**config.mk**
```make
export PLATFORM = sky130hd
export DESIGN_NAME = seg_display_ctrl
export DESIGN_NICKNAME = d
export VERILOG_FILES = /design/src/rtl/seg_display_ctrl_pkg.sv /design/src/rtl/seg_display_ctrl_hex_decode.sv /design/src/rtl/seg_display_ctrl.sv
export SDC_FILE = /design/constraint.sdc
export NUM_CORES = 1
export LEC_CHECK = 0
export CAP_MARGIN = 20
export CORE_UTILIZATION = 55
export CTS_CLUSTER_DIAMETER = 60
export CTS_CLUSTER_SIZE = 24
export DETAILED_ROUTE_END_ITERATION = 8
export PLACE_DENSITY = 0.85
export SETUP_SLACK_MARGIN = 0.15
export SLEW_MARGIN = 10
export SYNTH_ARGS = -nofsm -noshare
export SYNTH_HDL_FRONTEND = slang
export SYNTH_SLANG_ARGS = --single-unit
export TNS_END_PERCENT = 30
```
**constraint.sdc**
```tcl
create_clock -name clk -period 4.6 [get_ports clk]
set_input_delay 0.92 -clock clk [delete_from_list [all_inputs] [get_ports clk]]
set_output_delay 0.92 -clock clk [all_outputs]
set_load 0.02 [all_outputs]
```
**src/rtl/seg_display_ctrl_pkg.sv**
```systemverilog
`default_nettype none
// ============================================================================
// Module   : display_pkg
// Purpose  : Register map, CTRL field layout and hex-to-segment table shared
//            by the 7-segment display controller and its decoder.
// Revision : 1.0 - initial release
// ============================================================================
package display_pkg;

    localparam logic [1:0] C_ADDR_VALUE  = 2'd0;
    localparam logic [1:0] C_ADDR_CTRL   = 2'd1;
    localparam logic [1:0] C_ADDR_RAW    = 2'd2;
    localparam logic [1:0] C_ADDR_STATUS = 2'd3;

    localparam int C_CTRL_EN_LSB  = 0;
    localparam int C_CTRL_EN_W    = 4;
    localparam int C_CTRL_DP_LSB  = 4;
    localparam int C_CTRL_DP_W    = 4;
    localparam int C_CTRL_BRT_LSB = 8;
    localparam int C_CTRL_BRT_W   = 4;
    localparam int C_CTRL_RAW_BIT = 12;
    localparam int C_CTRL_W       = 13;

    localparam logic [C_CTRL_W-1:0] C_CTRL_RST = 13'h0F0F;

    // Active-low g..a in [6:0]; dp bit [7] is always off in the table
    localparam logic [7:0] C_HEX_SEG [16] = '{
        8'hC0, 8'hF9, 8'hA4, 8'hB0, 8'h99, 8'h92, 8'h82, 8'hF8,
        8'h80, 8'h90, 8'h88, 8'h83, 8'hC6, 8'hA1, 8'h86, 8'h8E
    };

endpackage : display_pkg
`default_nettype wire

```
**src/rtl/seg_display_ctrl_hex_decode.sv**
```systemverilog
`default_nettype none
// ============================================================================
// Module   : seg_hex_decode
// Purpose  : Combinational hex nibble to active-low 7-segment pattern.
// Revision : 1.0 - initial release
// ============================================================================
module seg_hex_decode
    import display_pkg::*;
(
    input  logic [3:0] nibble,
    output logic [6:0] seg_n
);

    logic [7:0] w_entry;

    assign w_entry = C_HEX_SEG[nibble];
    assign seg_n   = w_entry[6:0];

endmodule : seg_hex_decode
`default_nettype wire

```
**src/rtl/seg_display_ctrl.sv**
```systemverilog
`default_nettype none
// ============================================================================
// Module   : seg_display_ctrl
// Purpose  : Memory-mapped 4-digit multiplexed 7-segment display controller
//            with per-digit enable, decimal point, brightness PWM, raw mode.
// Revision : 1.0 - initial release
// ============================================================================
module seg_display_ctrl
    import display_pkg::*;
#(
    parameter int SCAN_DIV = 50000
) (
    input  logic        clk,
    input  logic        rst,
    input  logic        wr_en,
    input  logic [1:0]  wr_addr,
    input  logic [31:0] wr_data,
    input  logic        rd_en,
    input  logic [1:0]  rd_addr,
    output logic [31:0] rd_data,
    output logic [3:0]  anodes,
    output logic [7:0]  segments
);

    localparam int SUB   = SCAN_DIV / 16;
    localparam int SUB_W = (SUB > 1) ? $clog2(SUB) : 1;

    logic [15:0]         r_value_stg, r_value_act;
    logic [C_CTRL_W-1:0] r_ctrl_stg,  r_ctrl_act;
    logic [31:0]         r_raw_stg,   r_raw_act;

    logic [SUB_W-1:0]    r_sub_cnt;
    logic [3:0]          r_phase;
    logic [1:0]          r_digit;
    logic                r_frame_done;

    logic [31:0]         r_rd_data;
    logic [3:0]          r_anodes;
    logic [7:0]          r_segments;

    logic                w_sub_wrap;
    logic                w_phase_wrap;
    logic                w_frame_end;
    logic                w_status_wr;

    logic [3:0]          w_en_mask;
    logic [3:0]          w_dp_mask;
    logic [3:0]          w_brt;
    logic                w_raw_mode;
    logic [3:0]          w_nibble;
    logic [6:0]          w_hex_seg;
    logic [7:0]          w_raw_byte;
    logic [7:0]          w_pattern;
    logic                w_lit;

    assign w_sub_wrap   = (r_sub_cnt == SUB_W'(SUB - 1));
    assign w_phase_wrap = w_sub_wrap && (r_phase == 4'hF);
    assign w_frame_end  = w_phase_wrap && (r_digit == 2'd3);
    assign w_status_wr  = wr_en && (wr_addr == C_ADDR_STATUS);

    // Staging registers: CPU-visible, free to change at any time
    always_ff @(posedge clk) begin
        if (rst) begin
            r_value_stg <= 16'h0000;
            r_ctrl_stg  <= C_CTRL_RST;
            r_raw_stg   <= 32'hFFFF_FFFF;
        end else if (wr_en) begin
            case (wr_addr)
                C_ADDR_VALUE: r_value_stg <= wr_data[15:0];
                C_ADDR_CTRL:  r_ctrl_stg  <= wr_data[C_CTRL_W-1:0];
                C_ADDR_RAW:   r_raw_stg   <= wr_data;
                default:      ;
            endcase
        end
    end

    // Non-blocking read of staging means a same-cycle write lands next frame
    always_ff @(posedge clk) begin
        if (rst) begin
            r_value_act <= 16'h0000;
            r_ctrl_act  <= C_CTRL_RST;
            r_raw_act   <= 32'hFFFF_FFFF;
        end else if (w_frame_end) begin
            r_value_act <= r_value_stg;
            r_ctrl_act  <= r_ctrl_stg;
            r_raw_act   <= r_raw_stg;
        end
    end

    always_ff @(posedge clk) begin
        if (rst) begin
            r_sub_cnt <= '0;
            r_phase   <= 4'd0;
            r_digit   <= 2'd0;
        end else begin
            r_sub_cnt <= w_sub_wrap ? '0 : r_sub_cnt + SUB_W'(1);
            if (w_sub_wrap) begin
                r_phase <= r_phase + 4'd1;
            end
            if (w_phase_wrap) begin
                r_digit <= r_digit + 2'd1;
            end
        end
    end

    // Set has priority over a simultaneous CPU clear
    always_ff @(posedge clk) begin
        if (rst) begin
            r_frame_done <= 1'b0;
        end else if (w_frame_end) begin
            r_frame_done <= 1'b1;
        end else if (w_status_wr) begin
            r_frame_done <= 1'b0;
        end
    end

    assign w_en_mask  = r_ctrl_act[C_CTRL_EN_LSB  +: C_CTRL_EN_W];
    assign w_dp_mask  = r_ctrl_act[C_CTRL_DP_LSB  +: C_CTRL_DP_W];
    assign w_brt      = r_ctrl_act[C_CTRL_BRT_LSB +: C_CTRL_BRT_W];
    assign w_raw_mode = r_ctrl_act[C_CTRL_RAW_BIT];
    assign w_nibble   = r_value_act[{r_digit, 2'b00} +: 4];
    assign w_raw_byte = r_raw_act[{r_digit, 3'b000} +: 8];

    seg_hex_decode u_hex_decode (
        .nibble (w_nibble),
        .seg_n  (w_hex_seg)
    );

    assign w_pattern = w_raw_mode ? w_raw_byte : {~w_dp_mask[r_digit], w_hex_seg};
    assign w_lit     = w_en_mask[r_digit] && (r_phase <= w_brt);

    always_ff @(posedge clk) begin
        if (rst) begin
            r_anodes   <= 4'hF;
            r_segments <= 8'hFF;
        end else if (w_lit) begin
            r_anodes   <= ~(4'b0001 << r_digit);
            r_segments <= w_pattern;
        end else begin
            r_anodes   <= 4'hF;
            r_segments <= 8'hFF;
        end
    end

    always_ff @(posedge clk) begin
        if (rst) begin
            r_rd_data <= 32'h0;
        end else if (rd_en) begin
            case (rd_addr)
                C_ADDR_VALUE: r_rd_data <= {16'h0, r_value_stg};
                C_ADDR_CTRL:  r_rd_data <= {{(32-C_CTRL_W){1'b0}}, r_ctrl_stg};
                C_ADDR_RAW:   r_rd_data <= r_raw_stg;
                default:      r_rd_data <= {29'h0, r_frame_done, r_digit};
            endcase
        end
    end

    assign rd_data  = r_rd_data;
    assign anodes   = r_anodes;
    assign segments = r_segments;

endmodule : seg_display_ctrl
`default_nettype wire

```
# Word-level counts from Yosys, hierarchy flattened
# Memory sizes are Yosys's and may differ from the RTL's.
# Index checks and enable logic that the tools add are counted.
dict set report totals {
  ff_bits 185
  output_inout_bits 44
  inputBits 40
  romBits 128
  wordCells 57
  mem_count 1
}
# name words word_bits read_ports rd_clocked_by_memory_dff wr line_no
set memory_table {}
lappend memory_table {{(no name shown)} 16 8 1 0 0 seg_display_ctrl_hex_decode.sv:16} ;# assign w_entry = C_HEX_SEG[nibble];
dict set report op_classes {
  addsub 3
  bitwise_logic 4
  n_mux 10
  n_eq_ne 8
  reduce_logical 12
  n_lt_le_gt_ge 3
  n_shift 3
}
# op count
set op_table {}
lappend op_table {{32-bit case mux with 3 select lines} 1}
lappend op_table {{32-bit by 6-bit variable part select with 8-bit output} 1}
lappend op_table {{16-bit by 5-bit variable part select with 4-bit output} 1}
lappend op_table {{7-bit two-way mux} 2}
lappend op_table {{12-bit by 1-bit adder with 12-bit output, second input constant} 1}
lappend op_table {{12-bit == test, second input constant} 1}
lappend op_table {{2-bit == test, second input constant} 4}
lappend op_table {{8-bit two-way mux} 1}
lappend op_table {{2-bit AND reduction} 3}
lappend op_table {{5-bit >= comparator, second input constant} 1}
lappend op_table {{4-bit inverter with 5-bit output} 1}
lappend op_table {{4-bit by 1-bit adder with 4-bit output, second input constant} 1}
lappend op_table {{1-bit binary-select mux with 2-bit select} 2}
lappend op_table {{2-bit by 1-bit == test with 1-bit output, second input constant} 2}
lappend op_table {{4-bit == test, second input constant} 1}
lappend op_table {{4-bit less-or-equal comparator} 1}
lappend op_table {{1-bit logical AND} 4}
lappend op_table {{2-bit logical NOT} 2}
lappend op_table {{1-bit two-way mux} 4}
lappend op_table {{4-bit inverter} 1}
lappend op_table {{2-bit OR reduction} 2}
lappend op_table {{1-bit by 2-bit << shifter with 4-bit output, first input constant} 1}
lappend op_table {{2-bit by 3-bit < comparator with 1-bit output, second input constant} 1}
lappend op_table {{2-bit by 1-bit adder with 2-bit output, second input constant} 1}
lappend op_table {{other kinds (2)} 3}

# Depth between registers and ports, before layout
# Gate-level depths: netlist of the first run.
dict set report logic_depth {
  ltp_word 6
  mapped_depth 9
  ltp_nobuf 7
}

# Modules after synthesis
# Synthesis of the first run repeated with hierarchy kept, for this count alone.
dict set report unflattened {
  cells_unflattened 880
  area_unflattened_um2 7637.3
}
# module cells_each instances seq_area_each_um2 area_each_um2
set modules_own_cells {}
lappend modules_own_cells {seg_display_ctrl 847 1 3703.6 7368.3}
lappend modules_own_cells {seg_hex_decode 33 1 0.0 269.0}

# Worst setup path after synthesis of the first run
# Ideal clock, no wire load.
dict set report synth_path {
  path_kind {input to register}
  startpoint {in rd_addr[1]}
  endpoint {reg r_rd_data[25], in the netlist rd_data[25]}
  path_buffers 3
  setup_time_ps 65
  t_arrival_ps 2138
  path_slack_ps 2397
  required_time_ps 4535
  stages 6
  cell_sequence {clkbuf_1 and3b_1 clkbuf_1 clkbuf_1 a21oi_1 nor2_1}
}
dict set report synth_between {
  elab_chain_cells 2
  elab_cells_between_ends 4
  classes_between {eq/ne: 2; mux: 1; reduce/logical: 1}
}
# element line_no
set synth_lines {}
lappend synth_lines {{from (decl)} seg_display_ctrl.sv:19} ;# input logic [1:0] rd_addr,
lappend synth_lines {{2-bit == test, or another cell as far along} seg_display_ctrl.sv:149} ;# case (rd_addr)
lappend synth_lines {{32-bit case mux with 3 select lines *} seg_display_ctrl.sv:149}
lappend synth_lines {{to (signal assigned)} seg_display_ctrl.sv:150} ;# C_ADDR_VALUE: r_rd_data <= {16'h0, r_value_stg};
lappend synth_lines {{to (signal assigned)} seg_display_ctrl.sv:151} ;# C_ADDR_CTRL: r_rd_data <= {{(32-C_CTRL_W){1'b0}}, r_ctrl_stg};
lappend synth_lines {{to (signal assigned)} seg_display_ctrl.sv:152} ;# C_ADDR_RAW: r_rd_data <= r_raw_stg;
lappend synth_lines {{to (decl)} seg_display_ctrl.sv:37} ;# logic [31:0] r_rd_data;
# Mark *: on every way between the ends. The rest lies on a longest branch, timed or not.
# A chain may end at the register's enable or synchronous reset.

# Worst setup path after layout of the first run
dict set report layout_path {
  startpoint {reg r_sub_cnt[7]}
  endpoint {reg r_value_act[3]}
}
dict set report layout_between {
  elab_chain_cells 3
}
# element line_no
set layout_lines {}
lappend layout_lines {{from (decl)} seg_display_ctrl.sv:32} ;# logic [SUB_W-1:0] r_sub_cnt;
lappend layout_lines {{from (signal assigned)} seg_display_ctrl.sv:96} ;# r_sub_cnt <= w_sub_wrap ? '0 : r_sub_cnt + SUB_W'(1);
lappend layout_lines {{12-bit == test} seg_display_ctrl.sv:56} ;# assign w_sub_wrap = (r_sub_cnt == SUB_W'(SUB - 1));
lappend layout_lines {{1-bit logical AND} seg_display_ctrl.sv:57} ;# assign w_phase_wrap = w_sub_wrap && (r_phase == 4'hF);
lappend layout_lines {{1-bit logical AND} seg_display_ctrl.sv:58} ;# assign w_frame_end = w_phase_wrap && (r_digit == 2'd3);
lappend layout_lines {{to (signal assigned)} seg_display_ctrl.sv:84} ;# r_value_act <= r_value_stg;
lappend layout_lines {{to (decl)} seg_display_ctrl.sv:28} ;# logic [15:0] r_value_stg, r_value_act;
# Every way passes these cells.

==> run metrics, run 1 <==
Power Total=between 3 and 4 mW; worst hold slack=0.451 ns; f_max=roughly 350 MHz; Synth Warn #=0; hpwl dp=~12000 microns; Synth Flop Type=dfxtp_1; slowest stage cell, crit path=and3_2; setup tns final=0 ns; largest net degree at the start of global routing=132; # H-tree levels=4; Max Slew Vio Count=0; cell family with most CP delay=simple AND/OR/NAND/NOR gates; Yosys cell types=40; Max FO, Critical Path=57; Arr. time, crit path=3.24 ns; Post-Syn Nets=between 900 and 1000; initial antenna violation count=0; Fillers=1076; GR Util All Layers=0.268; Avg WL per Cell=roughly 16 microns; leakage=between 3 and 4 nW; PostCTS Resize Cnt=0; RSZ-0062 raised after global routing=false; number of max-cap violations=0; Clk Latency, worst-skew pair=roughly 0.44 ns; crit end category=flop; global route overflow=0; tightest slew margin relative to the limit=0.262; min cycle time layout=between 2 and 3 ns; skew final=0.0124 ns; min-delay src=r_value_act[12]; Cells after Synth=a little under 900; mean area per synthesized cell=8.67 sq um; Final setup viols=0; hold_buf cts=0; Vias/cell=~5.7; # IOs=84; status=finished, violations left; Worst Setup Path Type=flop to flop; EDFF count, synth=0; DRC=2; crit path buf inv count=1; via count=6451; PortBufs=83; Die W=around 120 microns; total iterations of the first detailed-routing run=7; gpl congestion=0.849; CP max stage delay=1.00 ns; core area=about 14000 sq um; critical path cell sequence=or4b_1 > nor3_4 > and3_2 > buf_4 > nand2_1 > a21oi_1; ys async rst share=0; root buf cell=clkbuf_16; Inserted Diodes=0; violated checks=DRC; Clock Sinks=between 150 and 200; initial core utilization=0.560; post-synthesis sequential area ratio=0.478; area of the die=between 10000 and 15000 sq um; DRT antenna net count=0; synthesized area=7750 sq um; vias in the first global route=5990; count of final hold-check violations=0; first-pass GRT wire length=30000 microns; grt met1 use=0.339; VDD IR max=between 0.0002 and 0.00025 V; share of layout cells above drive strength 1=0.0710; register bit total from synthesis=between 150 and 200; CP Launch Type=flop; period utilization=0.624; Hold Crit Class=flop to flop; synthesis-to-finish area growth=18.7%; height of the die=roughly 120 microns; M2 GR Usage=0.434; worst reg2reg startpoint=r_sub_cnt[7]; clock buffer count from CTS=17; pwr/cell area=about 360 nW/um^2; CP startpoint=r_sub_cnt[7]; CTS max path bufs=2; num rows=43; initial DRC count=approximately 550; post-CTS setup buffer count=0; final wirelength=between 15000 and 20000 microns; Worst-Margin Slew=about 1.1 ns; grt peak-use layer=met2; GR Util met3=0.0708; CTS tree=built; Final nets=around 1000; CP required=around 5.0 ns; CTS clock-pin slew for the worst setup and hold paths=0.06 ns
==> worst register-to-register path, delay by kind of cell, from the launching register on <==
kind / cells / cell delay, ns
buffers and inverters: 1 / 0.30
DFF: 1 / 0.36
and+or+nand+nor: 4 / 2.02
AOI/OAI and AO/OA: 1 / 0.14
==> registers in the layout, summed over array words and instances, names as in the netlist, 2 cells and up <==
| register | flops |
|---|---|
| rd_data | 32 |
| r_raw_stg | 32 |
| r_sub_cnt | 12 |
| r_value_stg | 16 |
| anodes | 4 |
| r_ctrl_stg | 13 |
| r_ctrl_act | 13 |
| r_raw_act | 32 |
| r_phase | 4 |
| r_digit | 2 |
| r_value_act | 16 |
| segments | 8 |
==> path summary, 6_finish.rpt <==
| check | end | slack [ns] | cells past startpoint |
|---|---|---|---|
| worst min-delay path | r_value_act[12] | 0.45 | 2 |
| worst max-delay path | r_value_act[3] | 1.73 | 6 |
| worst max register to register | r_value_act[3] | 1.73 | 6 |
| worst min register to register | r_value_act[12] | 0.45 | 2 |
==> final cells by class <==
| cell class | count | area, sq um | share of cell area |
|---|---|---|---|
| tap | 180 | 225 | 0.0245 |
| clock buffer | 23 | 468 | 0.0509 |
| multi-input combinational | 631 | 3720 | 0.404 |
| inverter | 15 | 56.3 | 0.00612 |
| clock inverter | 9 | 97.6 | 0.0106 |
| sequential | 185 | 3700 | 0.403 |
| timing repair buffer | 95 | 933 | 0.101 |
==> through the flow <==
| stage | setup slack, ns | instances | util | area (sq um) |
|---|---|---|---|---|
| 3_3_place_gp | 1.53 | 1105 | 0.622 | 8610 |
| 2_1_floorplan | 2.40 | 894 | - | 7750 |
| 6_report | 1.73 | 1138 | 0.665 | 9200 |
| 5_1_grt | 1.58 | 1138 | 0.665 | 9200 |
| 4_1_cts | 1.74 | 1137 | 0.663 | 9170 |
| 3_5_place_dp | 1.53 | 1105 | 0.622 | 8610 |
==> layer usage <==
layer | vias to the layer above | routed length [microns]
met1 | 3067 | 7700
li1 | 3072 | -
met3 | 41 | 1560
met2 | 271 | 8950
met4 | 0 | 492
met5 | - | 0
==> cells by family after synthesis <==
family	Yosys count	share of synthesized area
buffers and inverters	78	0.0434
adders and majority gates	17	0.0275
muxes	45	0.0874
and+or+nand+nor	462	0.280
DFF	185	0.478
xor gates and xnor gates	14	0.0158
AOI/OAI and AO/OA	93	0.0675
==> report_power, final <==
group / switching [mW] / leakage [nW] / internal, mW / total (mW)
sequential: 0.0362 / 1.51 / 1.65 / 1.68
combinational: 0.137 / 1.91 / 0.121 / 0.258
clock: 0.591 / 0.280 / 0.823 / 1.41
==> cells in the mapped netlist (3+ instances only) <==
cell type / count / share of area
nand2_1: 263 / 0.13
buf_1: 3 / 0.0015
nor2_1: 71 / 0.034
xor2_1: 8 / 0.0090
mux4_2: 18 / 0.052
ha_1: 17 / 0.027
and3_1: 3 / 0.0024
buf_4: 4 / 0.0039
nor2b_1: 17 / 0.014
dfxtp_1: 185 / 0.48
nand4_1: 4 / 0.0032
a21oi_1: 72 / 0.047
xnor2_1: 6 / 0.0068
buf_2: 5 / 0.0032
a211oi_1: 10 / 0.0097
a211o_1: 3 / 0.0034
buf_6: 3 / 0.0044
clkbuf_1: 48 / 0.023
nand3b_1: 79 / 0.077
mux2i_1: 26 / 0.034
inv_1: 15 / 0.0073
o2111ai_1: 3 / 0.0034
nand3_1: 10 / 0.0065
==> cell usage in the layout, fill, tap and decap left out, drive strengths merged, types with 2 or more instances in the layout <==
cell and count:
a211o 3, a211oi 10, a21oi 72, and3 3, and3b 2, buf 14
bufinv 2, clkbuf 23, clkdlybuf4s50 81, clkinv 6, dfxtp 185, ha 17
inv 15, mux2i 26, mux4 18, nand2 263, nand3 10, nand3b 79
nand4 4, nor2 71, nor2b 17, nor3 2, o2111ai 3, o21ai 2
or2 2, or4 2, xnor2 6, xor2 8
(Power assumes the default switching activity.)
==> run 2, diff against run 1 <==
- clock period: 4.6 -> 2.7 ns (I/O delays scaled with it)
==> run 2 against run 1 <==
Net effect:
- global-route usage increased by 0.59 points
- routed wire length increased by 1.2%
- design area is 1.3% higher
- combinational power is 68% higher
- die area did not move
- total power is 79% higher
- the flow still finishes with violations (DRC)
- first-iteration DRC count rose by 21%
- sequential share of layout area fell by 0.51 points
==> run metrics, run 2 (synthesis gave the netlist of run 1 again) <==
period utilization=0.872 (was 0.624); Vias/cell=5.61 (was 5.67); Max Slew Vio Count=0 (unchanged); root buf cell=clkbuf_16 (unchanged); Hold Crit Class=input pin to flop (was flop to flop); status=finished, violations left (unchanged); crit path buf inv count=2 (was 1); # H-tree levels=4 (unchanged); hpwl dp=12400 microns (was 11900 microns); f_max=425 MHz (was 348 MHz); num rows=43 (unchanged); worst reg2reg startpoint=r_digit[1] (was r_sub_cnt[7]); DRC=2 (unchanged); synthesis-to-finish area growth=20.3% (was 18.7%); commonest non-fill, non-tap cell in the layout=nand2_1 (unchanged); height of the die=121 microns (unchanged); Power Total=6.00 mW (was 3.36 mW); vias in the first global route=6022 (was 5990); post-CTS setup buffer count=0 (unchanged); initial core utilization=0.560 (unchanged); Arr. time, crit path=2.64 ns (was 3.24 ns); pwr/cell area=644 nW/um^2 (was 365 nW/um^2); count of final hold-check violations=0 (unchanged); slowest stage cell, crit path=dfxtp_1 (was and3_2); DRT antenna net count=0 (unchanged); Clock Sinks=185 (unchanged); skew final=0.00867 ns (was 0.0124 ns); Inserted Diodes=0 (unchanged); CP required=2.98 ns (was 4.97 ns); crit end category=flop (unchanged); core area=13800 sq um (unchanged); GR Util All Layers=0.274 (was 0.268); PortBufs=83 (unchanged); leakage=3.77 nW (was 3.70 nW); min cycle time layout=2.35 ns (was 2.87 ns); Die W=121 microns (unchanged); violated checks=DRC (unchanged); CP startpoint=r_digit[1] (was r_sub_cnt[7]); clock buffer count from CTS=17 (unchanged); min-delay src=rst (was r_value_act[12]); number of max-cap violations=0 (unchanged); Avg WL per Cell=16.5 microns (was 16.4 microns); total iterations of the first detailed-routing run=7 (unchanged); Worst Setup Path Type=flop to flop (unchanged); VDD IR max=0.000460 V (was 0.000248 V); initial DRC count=665 (was 551); commonest cells after routing, fill and taps aside=nand2_1, dfxtp_1, clkdlybuf4s50_1 (unchanged); Max FO, Critical Path=12 (was 57); Final nets=1010 (was 1002); global route overflow=0 (unchanged); share of layout cells above drive strength 1=0.0828 (was 0.0710); CTS clock-pin slew for the worst setup and hold paths=0.07 ns (was 0.06 ns); area of the die=14600 sq um (unchanged); gpl congestion=0.844 (was 0.849); Clk Latency, worst-skew pair=0.44 ns (about the same); Worst-Margin Slew=0.812 ns (was 1.11 ns); tightest slew margin relative to the limit=0.458 (was 0.262); RSZ-0062 raised after global routing=false (unchanged); initial antenna violation count=0 (unchanged); first-pass GRT wire length=30700 microns (was 30000 microns); largest net degree at the start of global routing=77 (was 132); final wirelength=18900 microns (was 18700 microns); setup tns final=0 ns (unchanged); CP Launch Type=flop (unchanged); hold_buf cts=0 (unchanged); CTS tree=built (unchanged); # IOs=84 (unchanged); CP max stage delay=0.75 ns (was 1.00 ns); cell family with most CP delay=multiplexers (was simple AND/OR/NAND/NOR gates); Util after Layout=0.674 (was 0.665); CTS max path bufs=2 (unchanged); critical path cell sequence=mux4_2 > inv_1 > ha_1 > inv_1 > mux4_2 > nand2_1 > nand3_1 (was or4b_1 > nor3_4 > and3_2 > buf_4 > nand2_1 > a21oi_1); Final setup viols=0 (unchanged); via count=6431 (was 6451); PostCTS Resize Cnt=0 (unchanged)
## run 2: cell count changes in the layout (fill, tap and decap cells not counted), moves of 2 or more
cell / change
buf_4: +9
clkbuf_1: -4
clkinv_2: -4
clkinv_4: +3
inv_6: +3
bufinv_16: +2
## run 2: stage by stage
step	std cells	instance area [sq um]	worst slack [ns]	hold slack [ns]
2_1_floorplan	894	7750	0.587	0.426
3_3_place_gp	1114	8670	0.345	0.438
3_5_place_dp	1114	8670	0.269	0.444
4_1_cts	1146	9320	0.378	0.451
5_1_grt	1146	9320	0.229	0.452
6_report	1146	9320	0.347	0.451
## run 2: worst paths after layout
check / end / slack (ns) / depth (start not counted)
worst min-delay path: r_phase[1] / 0.45 / 2
worst max-delay path: segments[3] / 0.35 / 7
worst max register to register: segments[3] / 0.35 / 7
worst min register to register: r_value_act[7] / 0.45 / 2
## run 2: area by class of cell
cell class | instances | area [sq um]
Fill cell | 1043 | 4510
Multi-Input combinational cell | 631 | 3720
Sequential cell | 185 | 3700
Timing Repair Buffer | 103 | 973
Clock buffer | 19 | 453
Tap cell | 180 | 225
Clock inverter | 13 | 190
Inverter | 15 | 56.3
## run 2: power by group
| part | switching [mW] | total [mW] | internal (mW) |
|---|---|---|---|
| Clock | 1.09 | 2.70 | 1.61 |
| Sequential | 0.0625 | 2.87 | 2.81 |
| Combinational | 0.228 | 0.434 | 0.206 |
## run 2: routing by layer
layer	vias to the layer above	GRT usage	wire length, microns
li1	3078	-	-
met1	3083	0.356	8250
met2	235	0.444	9190
met3	35	0.0500	1070
met4	0	0.123	425
met5	-	0	0
